### src/rtl/fft_sample_loader_if.sv
// Handshake bundle between the sample stream / FFT consumer and fft_sample_loader.
// The loader takes the slave view; the source/consumer side takes the master view.
interface fft_sample_loader_if #(
  parameter int unsigned N     = 32,
  parameter int unsigned LOG2N = 5,
  parameter int unsigned DW    = 8
);
  logic                  s_valid;
  logic [DW-1:0]         s_data;
  logic                  s_last;
  logic                  s_ready;
  logic                  frame_valid;
  logic [N*2*DW-1:0]     frame_data;
  logic                  frame_ack;
  logic                  frame_err;
  logic [LOG2N-1:0]      wr_count;

  modport master (
    output s_valid, s_data, s_last, frame_ack,
    input  s_ready, frame_valid, frame_data, frame_err, wr_count
  );

  modport slave (
    input  s_valid, s_data, s_last, frame_ack,
    output s_ready, frame_valid, frame_data, frame_err, wr_count
  );
endinterface

### src/rtl/fft_sample_loader.sv
// Ping-pong input frame buffer for the 32-point FFT: stores serial real samples at
// bit-reversed slots as {real, 0} and holds each completed frame until acknowledged.
module fft_sample_loader #(
  parameter int unsigned N     = 32,
  parameter int unsigned LOG2N = 5,
  parameter int unsigned DW    = 8
) (
  input  logic                clk,
  input  logic                rst,
  fft_sample_loader_if.slave  bus
);

  localparam int unsigned WW = 2 * DW;

  logic [WW-1:0]    bank_q [2][N];
  logic [1:0]       full_q;
  logic [1:0]       full_d;
  logic             wr_bank_q;
  logic             rd_bank_q;
  logic [LOG2N-1:0] wr_cnt_q;
  logic             err_q;

  logic             ready_c;
  logic             accept_c;
  logic             last_slot_c;
  logic             frame_done_c;
  logic             ack_c;
  logic [LOG2N-1:0] wr_slot_c;

  assign ready_c      = ~full_q[wr_bank_q];
  assign accept_c     = bus.s_valid & ready_c;
  assign last_slot_c  = (wr_cnt_q == LOG2N'(N - 1));
  assign frame_done_c = accept_c & last_slot_c;
  assign ack_c        = bus.frame_ack & full_q[rd_bank_q];
  assign wr_slot_c    = {<<{wr_cnt_q}};

  // Completion and ack always target different banks, so both can apply together.
  always_comb begin
    full_d = full_q;
    if (ack_c)        full_d[rd_bank_q] = 1'b0;
    if (frame_done_c) full_d[wr_bank_q] = 1'b1;
  end

  always_ff @(posedge clk) begin
    if (rst) begin
      bank_q    <= '{default: '0};
      full_q    <= '0;
      wr_bank_q <= 1'b0;
      rd_bank_q <= 1'b0;
      wr_cnt_q  <= '0;
      err_q     <= 1'b0;
    end else begin
      full_q <= full_d;
      // A framing error is s_last disagreeing with the slot position.
      err_q  <= accept_c & (bus.s_last != last_slot_c);
      if (accept_c) begin
        bank_q[wr_bank_q][wr_slot_c] <= {bus.s_data, DW'(0)};
        wr_cnt_q <= (last_slot_c || bus.s_last) ? '0 : wr_cnt_q + 1'b1;
      end
      if (frame_done_c) wr_bank_q <= ~wr_bank_q;
      if (ack_c)        rd_bank_q <= ~rd_bank_q;
    end
  end

  assign bus.s_ready     = ready_c;
  assign bus.frame_valid = full_q[rd_bank_q];
  assign bus.frame_err   = err_q;
  assign bus.wr_count    = wr_cnt_q;

  for (genvar k = 0; k < N; k++) begin : g_slot
    assign bus.frame_data[k*WW +: WW] = bank_q[rd_bank_q][k];
  end

endmodule

### src/flat_wrapper.sv
// flat-port wrapper written by rule: the top's interface ports become plain ports
module fft_sample_loader_flat 
#(
  parameter int unsigned N     = 32,
  parameter int unsigned LOG2N = 5,
  parameter int unsigned DW    = 8
)
  (clk, rst, bus_s_valid, bus_s_data, bus_s_last, bus_frame_ack, bus_s_ready, bus_frame_valid, bus_frame_data, bus_frame_err, bus_wr_count);
  fft_sample_loader_if #(.N(N), .LOG2N(LOG2N), .DW(DW)) bus_i ();
  input  logic clk;
  input  logic rst;
  input wire logic [$bits(bus_i.s_valid)-1:0] bus_s_valid;
  input wire logic [$bits(bus_i.s_data)-1:0] bus_s_data;
  input wire logic [$bits(bus_i.s_last)-1:0] bus_s_last;
  input wire logic [$bits(bus_i.frame_ack)-1:0] bus_frame_ack;
  output wire logic [$bits(bus_i.s_ready)-1:0] bus_s_ready;
  output wire logic [$bits(bus_i.frame_valid)-1:0] bus_frame_valid;
  output wire logic [$bits(bus_i.frame_data)-1:0] bus_frame_data;
  output wire logic [$bits(bus_i.frame_err)-1:0] bus_frame_err;
  output wire logic [$bits(bus_i.wr_count)-1:0] bus_wr_count;
  assign bus_i.s_valid = bus_s_valid;
  assign bus_i.s_data = bus_s_data;
  assign bus_i.s_last = bus_s_last;
  assign bus_i.frame_ack = bus_frame_ack;
  assign bus_s_ready = bus_i.s_ready;
  assign bus_frame_valid = bus_i.frame_valid;
  assign bus_frame_data = bus_i.frame_data;
  assign bus_frame_err = bus_i.frame_err;
  assign bus_wr_count = bus_i.wr_count;
  fft_sample_loader #(.N(N), .LOG2N(LOG2N), .DW(DW)) u_core (.clk(clk), .rst(rst), .bus(bus_i));
endmodule
### config.mk
export PLATFORM = sky130hd
export DESIGN_NAME = fft_sample_loader_flat
export DESIGN_NICKNAME = d
export VERILOG_FILES = /design/src/rtl/fft_sample_loader_if.sv /design/src/rtl/fft_sample_loader.sv /design/src/flat_wrapper.sv
export SDC_FILE = /design/constraint.sdc
export NUM_CORES = 1
export LEC_CHECK = 0
export CAP_MARGIN = 5
export CORE_ASPECT_RATIO = 2
export CORE_UTILIZATION = 56
export DETAILED_ROUTE_END_ITERATION = 10
export HOLD_SLACK_MARGIN = 0.05
export PLACE_DENSITY_LB_ADDON = 0.08
export RECOVER_POWER = 25
export SKIP_LAST_GASP = 1
export SYNTH_ARGS = -nofsm -noshare
export SYNTH_HDL_FRONTEND = slang
export SYNTH_SLANG_ARGS = --single-unit
export TNS_END_PERCENT = 10
### constraint.sdc
create_clock -name clk -period 3.1 [get_ports clk]
set_input_delay 0.62 -clock clk [delete_from_list [all_inputs] [get_ports clk]]
set_output_delay 0.62 -clock clk [all_outputs]
set_load 0.01 [all_outputs]
After elaboration in Yosys (flattened, before gate mapping)
Index checks and enable logic that the tools add are counted.

cells by class
  $add $sub $neg = 1
  magnitude comparators = 9
  eq/ne operators = 2
  mux-type cells = 19
  bitwise gates (word level) = 13
  reduce and logical (&&, ||, !) cells = 5

operators by type and width
  kind                 count
  $mux 512             4
  $bwmux 1024          1
  $demux 512 s1        1
  $demux 16 s5         1
  $mux 16              1
  $ge 6x6->1 const B   1
  $lt 6x1->1 const B   1
  $mux 1               6
  $not 5->6            1
  $add 5x1->5 const B  1
  $eq 5x5->1 const B   1
  $mux 5               1
  $and 1x1->1          4
  $ge 2x2->1 const B   2
  $logic_and 1x1->1    4
  $lt 1x2->1 const B   2
  $mux 2               2
  $not 1->2            2
  $not 1->1            3
  $and 2x2->2          1
  $demux 1 s1          2
  $ge 1x1->1 const B   2
  $lt 2x1->1 const B   1
  $not 2->2            1
  3 further kinds      3

storage, ports and cells
  bits in registers = 1034
  input bits = 13
  output and inout bits = 520
  logic and storage cells = 118

Depth between registers and ports, before layout
Gate-level depths: netlist (run 1).

  depth in word-level cells = 9
  mapped depth = 7
  mapped depth without buffers = 7

Worst setup path after synthesis (run 1)
No wires, ideal clock.

  kind = reg2out
  start = register u_core.rd_bank_q
  end = output port bus_frame_data[104]
  data arrival time = 1344 ps
  data required time = 2480 ps
  slack = 1136 ps
  cell stages (with the launch flop) = 5
  path buffers = 3
  cells stage by stage = dfxtp_1 -> clkbuf_1 -> clkbuf_1 -> buf_2 -> mux2_2

between the ends
  cells in the longest elaborated chain, start to end = 4

ends and longest elaborated chain
  element                          line                     RTL
  start, declared                  fft_sample_loader.sv:19  logic rd_bank_q;
  start signal, assigned           fft_sample_loader.sv:61  if (ack_c) rd_bank_q <= ~rd_bank_q;
  $not 1->2 (implied by the code)  fft_sample_loader.sv:71  assign bus.frame_data[k*WW +: WW] = bank_q[rd_bank_q][k];
  $mux 512 (3 in a row)            -
  end, declared                    flat_wrapper.sv:18       output wire logic [$bits(bus_i.frame_data)-1:0] bus_frame_data;

Every way passes these cells. The select of a mux whose other input is x is not followed.

Worst setup path after layout (run 1)
  start = register u_core.rd_bank_q
  end = output port bus_frame_data[442]

Same word-level chain as after synthesis.

==> impl_metrics.tcl, run 1 <==
set metrics [dict create \
    status "complete, no violations" \
    ctsHtreeMaxLevel 2 \
    vias_per_cell 5.47 \
    n_antenna_cell 0 \
    crit_fanout 78 \
    p_per_area_nw_per_um2 454 \
    antenna_found_initial 0 \
    path_class "register to output pin" \
    clkTransAtPathRegs_ns 0.06 \
    setup_viol 0 \
    max_freq_mhz 329 \
    ys_types 45 \
    dp_hpwl_um 44000 \
    slew_viol_final 0 \
    busiest_layer "met2" \
    wl_per_cell_um 20.3 \
    clock_sinks 522 \
    drive_above_1_share_pct 15.9 \
    synth_edf_count 0 \
    routabilityCongestion 0.805 \
    power.total_mw 13.3 \
    finalSetupTns_ns 0 \
    finish.instance_area_sq_um 29200 \
    yosys_warnings 0 \
    track_usage_pct 27.5 \
    first_iter_violations 695 \
    cts_buffers 45 \
    post-cts-setup-buffers 0 \
    hold_path_class "register to register" \
    min_from "u_core.bank_q[40]" \
    cts.repair.resized 0 \
    hold_violations 0 \
    grt_pass1_vias 18093 \
    multiInputGateArea_sq_um 13200 \
    io_buffers 276 \
    cts_tree "built" \
    p_leak_nw 13.1 \
    post-route-drc-count 0 \
    synth-main-ff-cell "dfxtp_1" \
    grt_overflow_total 0 \
    placed_cells_incl_taps 3215 \
    grt_pass1_wl_um 102000 \
    ff2ff_path_depth 4 \
    io_pins 533 \
    vdd_ir_drop_max_uv 403 \
    hold_buffers 0 \
    ant_nets 0 \
    num-fill-cells 3827 \
    regToRegSetupSlack_ns 0.55 \
    skew_ns 0.0162 \
    grt_max_degree 113 \
    tightest_slew_ns 1.19 \
    rsz0062_at_grt "no" \
    root_buffer "clkbuf_16" \
    cp-start-kind "register" \
    worstPathArrival_ns 2.42 \
    fin_nets 2718 \
    grt.met1_usage_pct 29.4 \
    async_flop_share_pct 0 \
    layout_setup_ws_ns 0.0573 \
    dr_total_vias 18015 \
    syn_area_per_cell_sq_um 10.2 \
    timing.rr.end "u_core.bank_q[463]" \
    use_met2_pct 51.2 \
    fin_crit_sh_pct 98.2 \
    wirelength_um 66800 \
    final_cells 3296 \
    num_rows 111 \
    chipHeight_um 306 \
    cp-end-kind "output pin" \
    initial_utilization_pct 56.8 \
    r2r-start "u_core.bus.wr_count[3]" \
    max_slew_margin_pct 20.6 \
    period_needed_ns 3.04 \
    die_area_sq_um 47200 \
    first_pass_iters 5 \
    seqCellArea_sq_um 10500 \
    hold_depth 2 \
    area_growth_pct 12.7 \
    dp_slack_ns 0.467 \
    syn_inst 2546 \
    die_w_um 154 \
    clkLatencyLatePin_ns 0.57 \
    yosysSeqAreaShare_pct 40.3 \
    cts_buffer_depth 3 \
    ys_ff_latch 522 \
    required_ns 2.48 \
    maxCapViolations 0 \
    hold_end "u_core.bank_q[40]" \
    fp.coreArea_sq_um 45700 \
    synth_area_sq_um 25900 \
    use_met3_pct 4.23 \
    postPlaceCellArea_sq_um 28000 \
]
-- area by class of cell --
type	count	area share [%]
sequential	522	35.8
tap	565	2.42
timing repair buffer	329	11.1
multi-input combinational	1791	45.3
clock inverter	15	0.621
clock buffer	66	4.62
inverter	8	0.103
-- synth_stat cells, types with 3 or more instances --
cell type  instances  share of area [%]
mux2_2           258                 11
buf_2             48               0.93
o21ai_0          128                2.5
nand3_2            4               0.15
buf_8              3               0.17
dfxtp_1          522                 40
inv_1              8               0.12
and3_1             3              0.072
and2_1             6               0.14
nand4_1            3              0.072
buf_6              8               0.35
nor2b_1            5               0.12
clkbuf_1         146                2.1
nand2_1            4              0.058
buf_1              7               0.10
buf_4            266                7.7
mux2i_1          384                 15
o21ai_1            6               0.12
nand3_4           43                2.9
nand3_1          129                2.5
nand2b_1         395                9.5
ha_1               8               0.39
a21oi_1          135                2.6
-- logic make-up after synthesis --
| group | Yosys count | share of synthesized area (%) |
|---|---|---|
| other | 1 | 0.0145 |
| and+or+nand+nor | 613 | 16.4 |
| DFF | 522 | 40.3 |
| buffers and inverters | 488 | 11.6 |
| AOI/OAI and AO/OA | 272 | 5.28 |
| muxes | 642 | 26.0 |
| adders and majority gates | 8 | 0.386 |
-- stage by stage --
| step | util (%) | hold slack [ns] |
|---|---|---|
| floorplan | - | 0.446 |
| global placement | 61.2 | 0.456 |
| detailed placement | 61.2 | 0.462 |
| CTS | 64.5 | 0.459 |
| global route | 64.0 | 0.490 |
| finish | 64.0 | 0.473 |
-- worst max-delay path, cell delays in order, from the launching register on --
cell,delay (ns)
dfxtp_4,0.45
buf_12,0.39
mux2_2,0.42
clkdlybuf4s50_1,0.52
-- cells in the final DEF, fill, tap and decap left out, drive strengths merged, types with 2 or more instances in the layout --
cell type / instances
clkinv: 9
nand4bb: 2
inv: 9
clkbuf: 74
and3: 3
dfxtp: 522
nand3: 176
nor3: 2
nor2b: 5
mux2i: 384
mux2: 258
o21ai: 134
conb: 256
ha: 8
nand2: 4
dlygate4sd3: 2
a21oi: 135
bufinv: 4
and3b: 2
buf: 46
nand2b: 395
nor3b: 3
and2: 6
nand4b: 2
nand4: 3
and2b: 2
clkdlybuf4s50: 273
-- layer usage --
layer | vias to the layer above | share of wire [%]
met3 | 142 | 4.9
met5 | - | 0
li1 | 8444 | -
met4 | 0 | 5.0
met1 | 8851 | 37
met2 | 578 | 53
-- registers in the layout, indices dropped and copies added (netlist names) --
register	count
u_core.wr_bank_q	1
u_core.bus.frame_err	1
u_core.bank_q	512
u_core.bus.wr_count	5
u_core.full_q	2
u_core.rd_bank_q	1
-- worst max path at each step --
stage / startpoint / slack [ns] / to
global placement: bus_s_valid / 0.52 / u_core.bank_q[879]
global route: u_core.rd_bank_q / 0.03 / bus_frame_data[444]
finish: u_core.rd_bank_q / 0.06 / bus_frame_data[442]
floorplan: u_core.rd_bank_q / 1.14 / bus_frame_data[104]
detailed placement: bus_s_valid / 0.47 / u_core.bank_q[876]
CTS: u_core.rd_bank_q / 0.05 / bus_frame_data[504]
-- where the power goes --
group | internal, mW | total (mW) | leakage, nW | switching [mW]
Combinational | 0.183 | 0.640 | 8.14 | 0.457
Clock | 3.36 | 5.89 | 0.757 | 2.54
Sequential | 6.71 | 6.72 | 4.20 | 0.00770
Note: power is estimated with default switching activity, not from simulation.
==> run 2: changes to the inputs <==
--- a/config.mk
+++ b/config.mk
@@ -8,6 +8,7 @@
 export CAP_MARGIN = 5
 export CORE_ASPECT_RATIO = 2
 export CORE_UTILIZATION = 56
+export CTS_CLUSTER_DIAMETER = 30
 export DETAILED_ROUTE_END_ITERATION = 10
 export HOLD_SLACK_MARGIN = 0.05
 export PLACE_DENSITY_LB_ADDON = 0.08
==> impl_metrics.tcl, run 2 (synthesis results as in run 1) <==
set metrics [dict create \
    status "complete, no violations" \
    root_buffer "clkbuf_16" \
    first_iter_violations 776 \
    grt_pass1_wl_um 103000 \
    io_pins 533 \
    tightest_slew_ns 1.15 \
    hold_violations 0 \
    clkTransAtPathRegs_ns 0.05 \
    regToRegSetupSlack_ns 0.58 \
    utilization_pct 65.6 \
    p_per_area_nw_per_um2 506 \
    post-cts-setup-buffers 0 \
    skew_ns 0.0233 \
    worstPathArrival_ns 2.42 \
    routabilityCongestion 0.805 \
    dp_hpwl_um 44000 \
    period_needed_ns 3.04 \
    hold_buffers 0 \
    whs_ns 0.472 \
    fin_crit_sh_pct 98.1 \
    max_freq_mhz 329 \
    die_area_sq_um 47200 \
    area_growth_pct 15.6 \
    ant_nets 0 \
    layout_commonest_cell "dfxtp_1" \
    max_slew_margin_pct 23.5 \
    setup_viol 0 \
    r2r-start "u_core.bus.wr_count[3]" \
    cts_tree "built" \
    cts_buffers 68 \
    vdd_ir_drop_max_uv 481 \
    crit_fanout 78 \
    grt_max_degree 113 \
    dr_total_vias 18107 \
    antenna_found_initial 0 \
    finalSetupTns_ns 0 \
    timing.rr.end "u_core.bank_q[463]" \
    post-route-drc-count 0 \
    hold_depth 2 \
    cp-end-kind "output pin" \
    grt_overflow_total 0 \
    rsz0062_at_grt "no" \
    ctsHtreeMaxLevel 3 \
    die_w_um 154 \
    required_ns 2.48 \
    num_rows 111 \
    initial_utilization_pct 56.8 \
    fp.coreArea_sq_um 45700 \
    hold_path_class "register to register" \
    cts_buffer_depth 3 \
    num-fill-cells 3760 \
    hold_end "u_core.bank_q[158]" \
    drive_above_1_share_pct 17.1 \
    chipHeight_um 306 \
    first_pass_iters 5 \
    clkLatencyLatePin_ns 0.58 \
    grt_pass1_vias 18367 \
    min_from "u_core.bank_q[158]" \
    wirelength_um 67600 \
    wl_per_cell_um 20.3 \
    clock_sinks 522 \
    n_antenna_cell 0 \
    path_class "register to output pin" \
    regMostFlops "u_core.bank_q" \
    vias_per_cell 5.43 \
    maxCapViolations 0 \
    final_cell_mix "dfxtp_1, nand2b_1, mux2i_1, clkdlybuf4s50_1, mux2_2" \
    io_buffers 276 \
    cp-start-kind "register" \
    p_leak_nw 13.4 \
    slew_viol_final 0 \
    fin_nets 2741 \
    largest_reg_flops 512 \
    ff2ff_path_depth 4 \
    cts.repair.resized 0 \
    track_usage_pct 27.9 \
]
[run 2: cell count changes in the layout (fill, tap and decap cells not counted)]
cell | before | now
inv_6 | 1 | 5
clkbuf_16 | 48 | 71
clkinv_2 | 9 | 3
clkinv_8 | 0 | 2
clkbuf_8 | 8 | 9
clkinvlp_4 | 1 | 8
clkinv_4 | 0 | 6
nand3_4 | 27 | 28
nand3_1 | 145 | 144
[run 2: final cells by class]
cell class / count / area, sq um / area share, %
multi-input combinational: 1791 / 13300 / 44.2
clock inverter: 28 / 324 / 1.08
clock buffer: 90 / 1940 / 6.47
sequential: 522 / 10500 / 34.9
timing repair buffer: 329 / 3260 / 10.9
tap: 565 / 707 / 2.36
inverter: 8 / 30.0 / 0.100
[run 2: metal layers]
metal	wire length (um)	global-route usage [%]	share of wire, %
met1	24800	29.4	37
met2	36400	52.7	54
met3	3440	4.76	5.1
met4	2960	14.0	4.4
met5	0	0	0
[run 2: worst max path at each step]
stage               slack (ns)  cells past startpoint             endpoint              from
floorplan                 1.14                      4  bus_frame_data[104]  u_core.rd_bank_q
detailed placement        0.47                      5   u_core.bank_q[876]       bus_s_valid
global route              0.02                      3  bus_frame_data[444]  u_core.rd_bank_q
finish                    0.06                      3  bus_frame_data[442]  u_core.rd_bank_q
CTS                       0.05                      3  bus_frame_data[312]  u_core.rd_bank_q
global placement          0.52                      5   u_core.bank_q[879]       bus_s_valid
[run 2: report_power, final]
group / switching (mW) / leakage (nW) / internal, mW
sequential: 0.00766 / 4.20 / 6.72
clock: 3.02 / 1.08 / 4.77
combinational: 0.456 / 8.14 / 0.183
total: 3.48 / 13.4 / 11.7
[run 2: per-stage QoR]
step / worst slack (ns) / cell area, sq um / power [mW] / cells
final: 0.0593 / 30000 / 15.2 / 3333
after global routing: 0.0231 / 30000 / 15.6 / 3333
after CTS: 0.0472 / 30200 / 15.3 / 3333
after detailed placement: 0.467 / 28000 / 7.52 / 3215
after global placement: 0.524 / 28000 / 7.51 / 3215
after floorplan: 1.14 / 26900 / 7.58 / 2801
[run 2: critical path: stages (launching register included)]
cell             delay (ns)
dfxtp_4                0.45
buf_12                 0.39
mux2_2                 0.42
clkdlybuf4s50_1        0.52
